**src/rtl/lcd_segment_scanner.sv**
```systemverilog
// lcd_segment_scanner
// Reads the LCD display RAM once per frame request and streams one column word
// per RAM column plus a trailing BS column (taken from the CPU L output) over a
// valid/ready handshake. Blanking is decided once at frame start from BP/BC.
// The read address is registered on entry to ADDR so the RAM sees it during
// ADDR and its one-cycle-latency data is ready to be captured in LATCH.

module lcd_segment_scanner #(
  parameter logic [6:0]  RAM_BASE  = 7'h60,
  parameter int unsigned RAM_WORDS = 32
) (
  input  logic       clk,
  input  logic       reset,
  input  logic       frame_start,
  input  logic       lcd_bp,
  input  logic       lcd_bc,
  input  logic [3:0] segment_l,
  output logic [6:0] ram_rd_addr,
  input  logic [3:0] ram_rd_data,
  output logic       seg_valid,
  input  logic       seg_ready,
  output logic [5:0] seg_col,
  output logic [3:0] seg_data,
  output logic       frame_busy,
  output logic       frame_done
);

  typedef enum logic [2:0] {
    ST_IDLE  = 3'd0,
    ST_ADDR  = 3'd1,
    ST_LATCH = 3'd2,
    ST_EMIT  = 3'd3,
    ST_DONE  = 3'd4
  } state_e;

  // Column index of the BS word; it is also the RAM column count.
  localparam logic [5:0] BS_COL = 6'(RAM_WORDS);

  state_e     state_q, state_d;
  logic [5:0] col_q, col_d;
  logic       pending_q, pending_d;
  logic       blank_q, blank_d;
  logic [6:0] addr_q, addr_d;
  logic       valid_q, valid_d;
  logic [5:0] scol_q, scol_d;
  logic [3:0] sdata_q, sdata_d;
  logic       busy_q, busy_d;
  logic       done_q, done_d;
  logic [5:0] next_col_s;

  // State register and all registered outputs; reset aborts any scan in flight.
  always_ff @(posedge clk or posedge reset) begin
    if (reset) begin
      state_q   <= ST_IDLE;
      col_q     <= 6'd0;
      pending_q <= 1'b0;
      blank_q   <= 1'b0;
      addr_q    <= 7'd0;
      valid_q   <= 1'b0;
      scol_q    <= 6'd0;
      sdata_q   <= 4'd0;
      busy_q    <= 1'b0;
      done_q    <= 1'b0;
    end else begin
      state_q   <= state_d;
      col_q     <= col_d;
      pending_q <= pending_d;
      blank_q   <= blank_d;
      addr_q    <= addr_d;
      valid_q   <= valid_d;
      scol_q    <= scol_d;
      sdata_q   <= sdata_d;
      busy_q    <= busy_d;
      done_q    <= done_d;
    end
  end

  // Next-state logic: scan sequencing, request merging, blanking and output words.
  always_comb begin
    state_d    = state_q;
    col_d      = col_q;
    pending_d  = pending_q;
    blank_d    = blank_q;
    addr_d     = addr_q;
    valid_d    = valid_q;
    scol_d     = scol_q;
    sdata_d    = sdata_q;
    busy_d     = busy_q;
    done_d     = 1'b0;
    next_col_s = col_q + 6'd1;

    case (state_q)
      ST_IDLE: begin
        if (frame_start || pending_q) begin
          // Blanking is frozen here for the whole frame.
          blank_d   = ~lcd_bp | lcd_bc;
          col_d     = 6'd0;
          pending_d = 1'b0;
          addr_d    = RAM_BASE;
          busy_d    = 1'b1;
          state_d   = ST_ADDR;
        end else begin
          state_d = ST_IDLE;
        end
      end

      ST_ADDR: begin
        pending_d = pending_q | frame_start;
        state_d   = ST_LATCH;
      end

      ST_LATCH: begin
        pending_d = pending_q | frame_start;
        if (blank_q) begin
          sdata_d = 4'd0;
        end else if (col_q < BS_COL) begin
          sdata_d = ram_rd_data;
        end else begin
          sdata_d = segment_l;
        end
        scol_d  = col_q;
        valid_d = 1'b1;
        state_d = ST_EMIT;
      end

      ST_EMIT: begin
        pending_d = pending_q | frame_start;
        if (seg_ready) begin
          valid_d = 1'b0;
          col_d   = next_col_s;
          if (col_q == BS_COL) begin
            done_d  = 1'b1;
            busy_d  = 1'b0;
            state_d = ST_DONE;
          end else begin
            state_d = ST_ADDR;
            // The BS column has no RAM read, so the address is left alone.
            if (next_col_s < BS_COL) begin
              addr_d = 7'(RAM_BASE + {1'b0, next_col_s});
            end else begin
              addr_d = addr_q;
            end
          end
        end else begin
          state_d = ST_EMIT;
        end
      end

      ST_DONE: begin
        pending_d = pending_q | frame_start;
        state_d   = ST_IDLE;
      end

      default: begin
        state_d = ST_IDLE;
      end
    endcase
  end

  assign ram_rd_addr = addr_q;
  assign seg_valid   = valid_q;
  assign seg_col     = scol_q;
  assign seg_data    = sdata_q;
  assign frame_busy  = busy_q;
  assign frame_done  = done_q;

endmodule

```
**config.mk**
```make
export PLATFORM = sky130hd
export DESIGN_NAME = lcd_segment_scanner
export DESIGN_NICKNAME = d
export VERILOG_FILES = /design/src/rtl/lcd_segment_scanner.sv
export SDC_FILE = /design/constraint.sdc
export NUM_CORES = 1
export LEC_CHECK = 0
export BUFFER_PORTS_ARGS = -buffer_cell sky130_fd_sc_hd__buf_2
export CORE_ASPECT_RATIO = 1.2
export CORE_MARGIN = 2
export CORE_UTILIZATION = 46
export DETAILED_ROUTE_END_ITERATION = 10
export HOLD_SLACK_MARGIN = 0.05
export PLACE_DENSITY_LB_ADDON = 0.25
export SYNTH_ARGS = -nofsm -noshare
export SYNTH_HDL_FRONTEND = slang
export SYNTH_SLANG_ARGS = --single-unit
```
**constraint.sdc**
```tcl
create_clock -name clk -period 1.82 [get_ports clk]
set_input_delay 0.182 -clock clk [delete_from_list [all_inputs] [get_ports clk]]
set_output_delay 0.182 -clock clk [all_outputs]
set_load 0.02 [all_outputs]
```
==> impl_summary.txt <==
----------------------------------------------------
[Status]
  Status ... complete, no violations

[Worst hold path]
  Critical hold path startpoint ... lcd_bc
  Worst hold-check path type ... primary input to flip-flop

[Drt]
  Vias post-DR ... 1224
  Total DRC errors in the routed layout ... 0
  TritonRoute pass-1 iters ... 6
  Violation count after the first detailed-route iteration ... 25
  Avg Vias per Cell ... 5.440
  Aggregate routed wire length ... 2960 um
  WL/cell ... 13.16 um
  Final ANT Viol Nets ... 0

[Floorplan]
  Core box area ... 3000 sq um
  Die width ... 54.66 um
  Die footprint ... 3541 sq um
  Standard-cell rows ... 22
  Chip height ... 64.79 um
  I/O pin count ... 34
  Initial Utilization ... 0.4721

[Global routing]
  Global-route wire length before repair ... 4864 um
  GRT Resource Usage Total ... 0.1936
  Vias in the first global route ... 1154
  Largest net degree at the start of global routing ... 31
  Initial antenna violation count ... 0
  Remaining global-route overflow ... 0

[Cells and area]
  Antenna cell count ... 0
  Final non-filler cell total ... 225
  Fraction of layout instances using a drive strength above 1 ... 0.3122
  Combined flip-flop and latch cell area ... 750.7 sq um
  Growth of design area from synthesis to finish ... 25.00%
  Multi-input gate area in the final layout ... 590.6 sq um
  Area of all placed cells without fillers ... 1770 sq um
  Net count reported at finish ... 204
  Count of fill cells added during filler insertion ... 264

[Pwr]
  Post-layout power ... 2.736 mW
  Pwr dens ... 1545 nW/um^2
  Maximum vdd ir drop ... 0.8314 mV
  Reported leakage power ... 0.8587 nW

[Worst setup path]
  Critical path data required time ... 2050 ps
  CP Launch Type ... flip-flop
  Largest stage delay on the critical path ... 540 ps
  Chain of cells forming the critical path ... buf_4 -> nand3b_1 -> a311oi_1 -> or4_4 -> a22o_1
  Worst r2r src ... state_q[0]
  Critical path launch point ... state_q[0]
  Data arrival time of the critical path ... 1980 ps
  Kind of cell adding the most delay to the critical path ... simple AND/OR/NAND/NOR gates
  Type of the worst setup path ... flip-flop to flip-flop
  Max Fanout on Critical Path ... 6
  Critical Path Sink Type ... flip-flop
  CP max-delay cell ... sky130_fd_sc_hd__or4_4
  Critical path buffers and inverters ... 1

[Clock tree]
  Post-CTS setup repair buffer count ... 0
  TritonCTS clock tree ... done
  Sink count of the clock tree ... 30
  Worst-Skew Late Latency ... 330 ps
  Clock-pin slew of the registers on the worst-case setup and hold paths ... 90 ps
  CTS H-Tree Depth ... 2
  Clock root buffer ... sky130_fd_sc_hd__clkbuf_4
  Clk buf depth ... 2
  CTS buffer count ... 5

[Timing]
  Fin. max-slew vios ... 0
  Hold WS ... 77.46 ps
  Final-report setup violation count ... 0
  Total count of hold-check failures in the final report ... 0
  Slew of the pin with the lowest slew margin ... 546.3 ps
  Final clock period utilization by the worst path ... 0.9634
  Clock tree skew after final layout ... 7.180 ps
  Achievable frequency ... 570.3 MHz
  Worst slew margin relative to its limit ... 0.6358
  Min Clock Period, post-route ... 1753 ps
  Unrepaired setup endpoints after global routing ... no

[Placed design]
  Half-perimeter wire length of the detailed placement result ... 2193 um
  Weighted congestion at the end of routability-driven global placement ... 0.7779
  Number of cells after detailed placement ... 215
  Port buffer count ... 33
  Placed Instance Area ... 1668 sq um

[Synth]
  Net count after synthesis ... 160
  Number of library cell types mapped by synthesis ... 37
  EDFF count, synth ... 0
  Number of standard cells after synthesis ... 144
  Per-instance average area after synthesis ... 9.836 sq um
  Ys flop type ... sky130_fd_sc_hd__dfrtp_1
  Fraction of the yosys area taken by sequential cells ... 0.5300
  Share of flip-flops with an asynchronous set or reset after synthesis ... 1.000
  Register bit count reported by yosys ... 30
  Synth Warn # ... 0
  Cell area after technology mapping ... 1416 sq um

[Job]
  Number of max-cap violations ... 0

----------------------------------------------------
==> routing by layer <==
| layer | global-route usage | share of wire |
|---|---|---|
| met5 | 0 | 0 |
| met4 | 0.1219 | 0.022 |
| met3 | 0.04147 | 0.064 |
| met2 | 0.3036 | 0.48 |
| met1 | 0.2319 | 0.43 |
==> power by group <==
| part | internal, mW | leakage (nW) | switching, mW | total [mW] |
|---|---|---|---|---|
| sequential | 0.892 | 0.376 | 0.178 | 1.07 |
| combinational | 0.488 | 0.438 | 0.692 | 1.18 |
| clock | 0.264 | 0.0446 | 0.222 | 0.486 |
==> Yosys cell counts, drive strengths merged, types with 3 or more instances <==
cell type	n	share of area
nand2	21	0.056
nor2	13	0.034
nand2b	3	0.013
mux2i	4	0.028
dfrtp	30	0.53
clkbuf	5	0.013
nand3	5	0.021
inv	6	0.016
o31ai	7	0.037
o21ai	11	0.039
buf	6	0.026
a22o	3	0.019
==> repair_timing <==
action | CTS | global route
hold buffers | 2 | 0
endpoints found under the setup margin | 1 | 0
resized for setup | 1 | 0
endpoints found under the hold margin | 31 | 0
==> sequential cells by signal, summed over array words and instances (netlist names) <==
signal	count
col_q	6
ram_rd_addr	6
seg_col	6
seg_data	4
state_q	3
blank_q	1
frame_busy	1
frame_done	1
pending_q	1
seg_valid	1
==> worst reg2reg max path, stage by stage, from the launching register on <==
cell and delay (ps):
sky130_fd_sc_hd__dfrtp_1 440, sky130_fd_sc_hd__buf_4 180, sky130_fd_sc_hd__nand3b_1 150, sky130_fd_sc_hd__a311oi_1 70
sky130_fd_sc_hd__or4_4 540, sky130_fd_sc_hd__a22o_1 260
==> area by class of cell <==
| class | count | area share |
|---|---|---|
| clock buffers | 8 | 0.04452 |
| inverters | 6 | 0.01272 |
| multi-input cells | 97 | 0.3336 |
| flip-flops and latches | 30 | 0.4240 |
| well taps | 36 | 0.02544 |
| repair buffers | 48 | 0.1597 |
==> placed cells by master, fill, tap and decap left out, types with 3 or more instances in the layout <==
| cell | netlist | final |
|---|---|---|
| sky130_fd_sc_hd__buf_2 | 3 | 33 |
| sky130_fd_sc_hd__dfrtp_1 | 30 | 30 |
| sky130_fd_sc_hd__nand2_1 | 21 | 21 |
| sky130_fd_sc_hd__nor2_1 | 13 | 13 |
| sky130_fd_sc_hd__buf_4 | 3 | 13 |
| sky130_fd_sc_hd__o21ai_0 | 9 | 9 |
| sky130_fd_sc_hd__o31ai_1 | 7 | 7 |
| sky130_fd_sc_hd__inv_1 | 6 | 6 |
| sky130_fd_sc_hd__clkbuf_4 | 0 | 5 |
| sky130_fd_sc_hd__nand3_1 | 4 | 4 |
| sky130_fd_sc_hd__mux2i_1 | 4 | 4 |
| sky130_fd_sc_hd__nand2b_1 | 3 | 3 |
| sky130_fd_sc_hd__a22o_1 | 3 | 3 |
| sky130_fd_sc_hd__clkbuf_8 | 0 | 3 |
==> worst paths after layout <==
check / to / slack (ps) / cells after the start
min: blank_q / 80 / 3
max reg2reg: ram_rd_addr[2] / 70 / 5
max in group asynchronous: frame_done / 1070 / 4
min in group asynchronous: seg_col[1] / 460 / 4
min reg2reg: seg_col[3] / 480 / 2
max: ram_rd_addr[2] / 70 / 5
==> logic make-up after synthesis <==
logic type                 Yosys count  synth area share
xor gates and xnor gates             2           0.01237
AOI/OAI and AO/OA                   32            0.1546
buffers and inverters               17           0.05565
and+or+nand+nor                     57            0.2014
adders and majority gates            2           0.01767
muxes                                4           0.02827
DFF                                 30            0.5300
==> metrics by stage <==
step,setup slack (ps),utilization,TNS [ps]
3_3_place_gp,61.02,0.5559,0
6_report,66.61,0.5901,0
2_1_floorplan,96.00,-,0
4_1_cts,76.35,0.5901,0
3_5_place_dp,-7.897,0.5559,-7.897
5_1_grt,2.003,0.5901,0
Power figures use the tool's default switching activity.
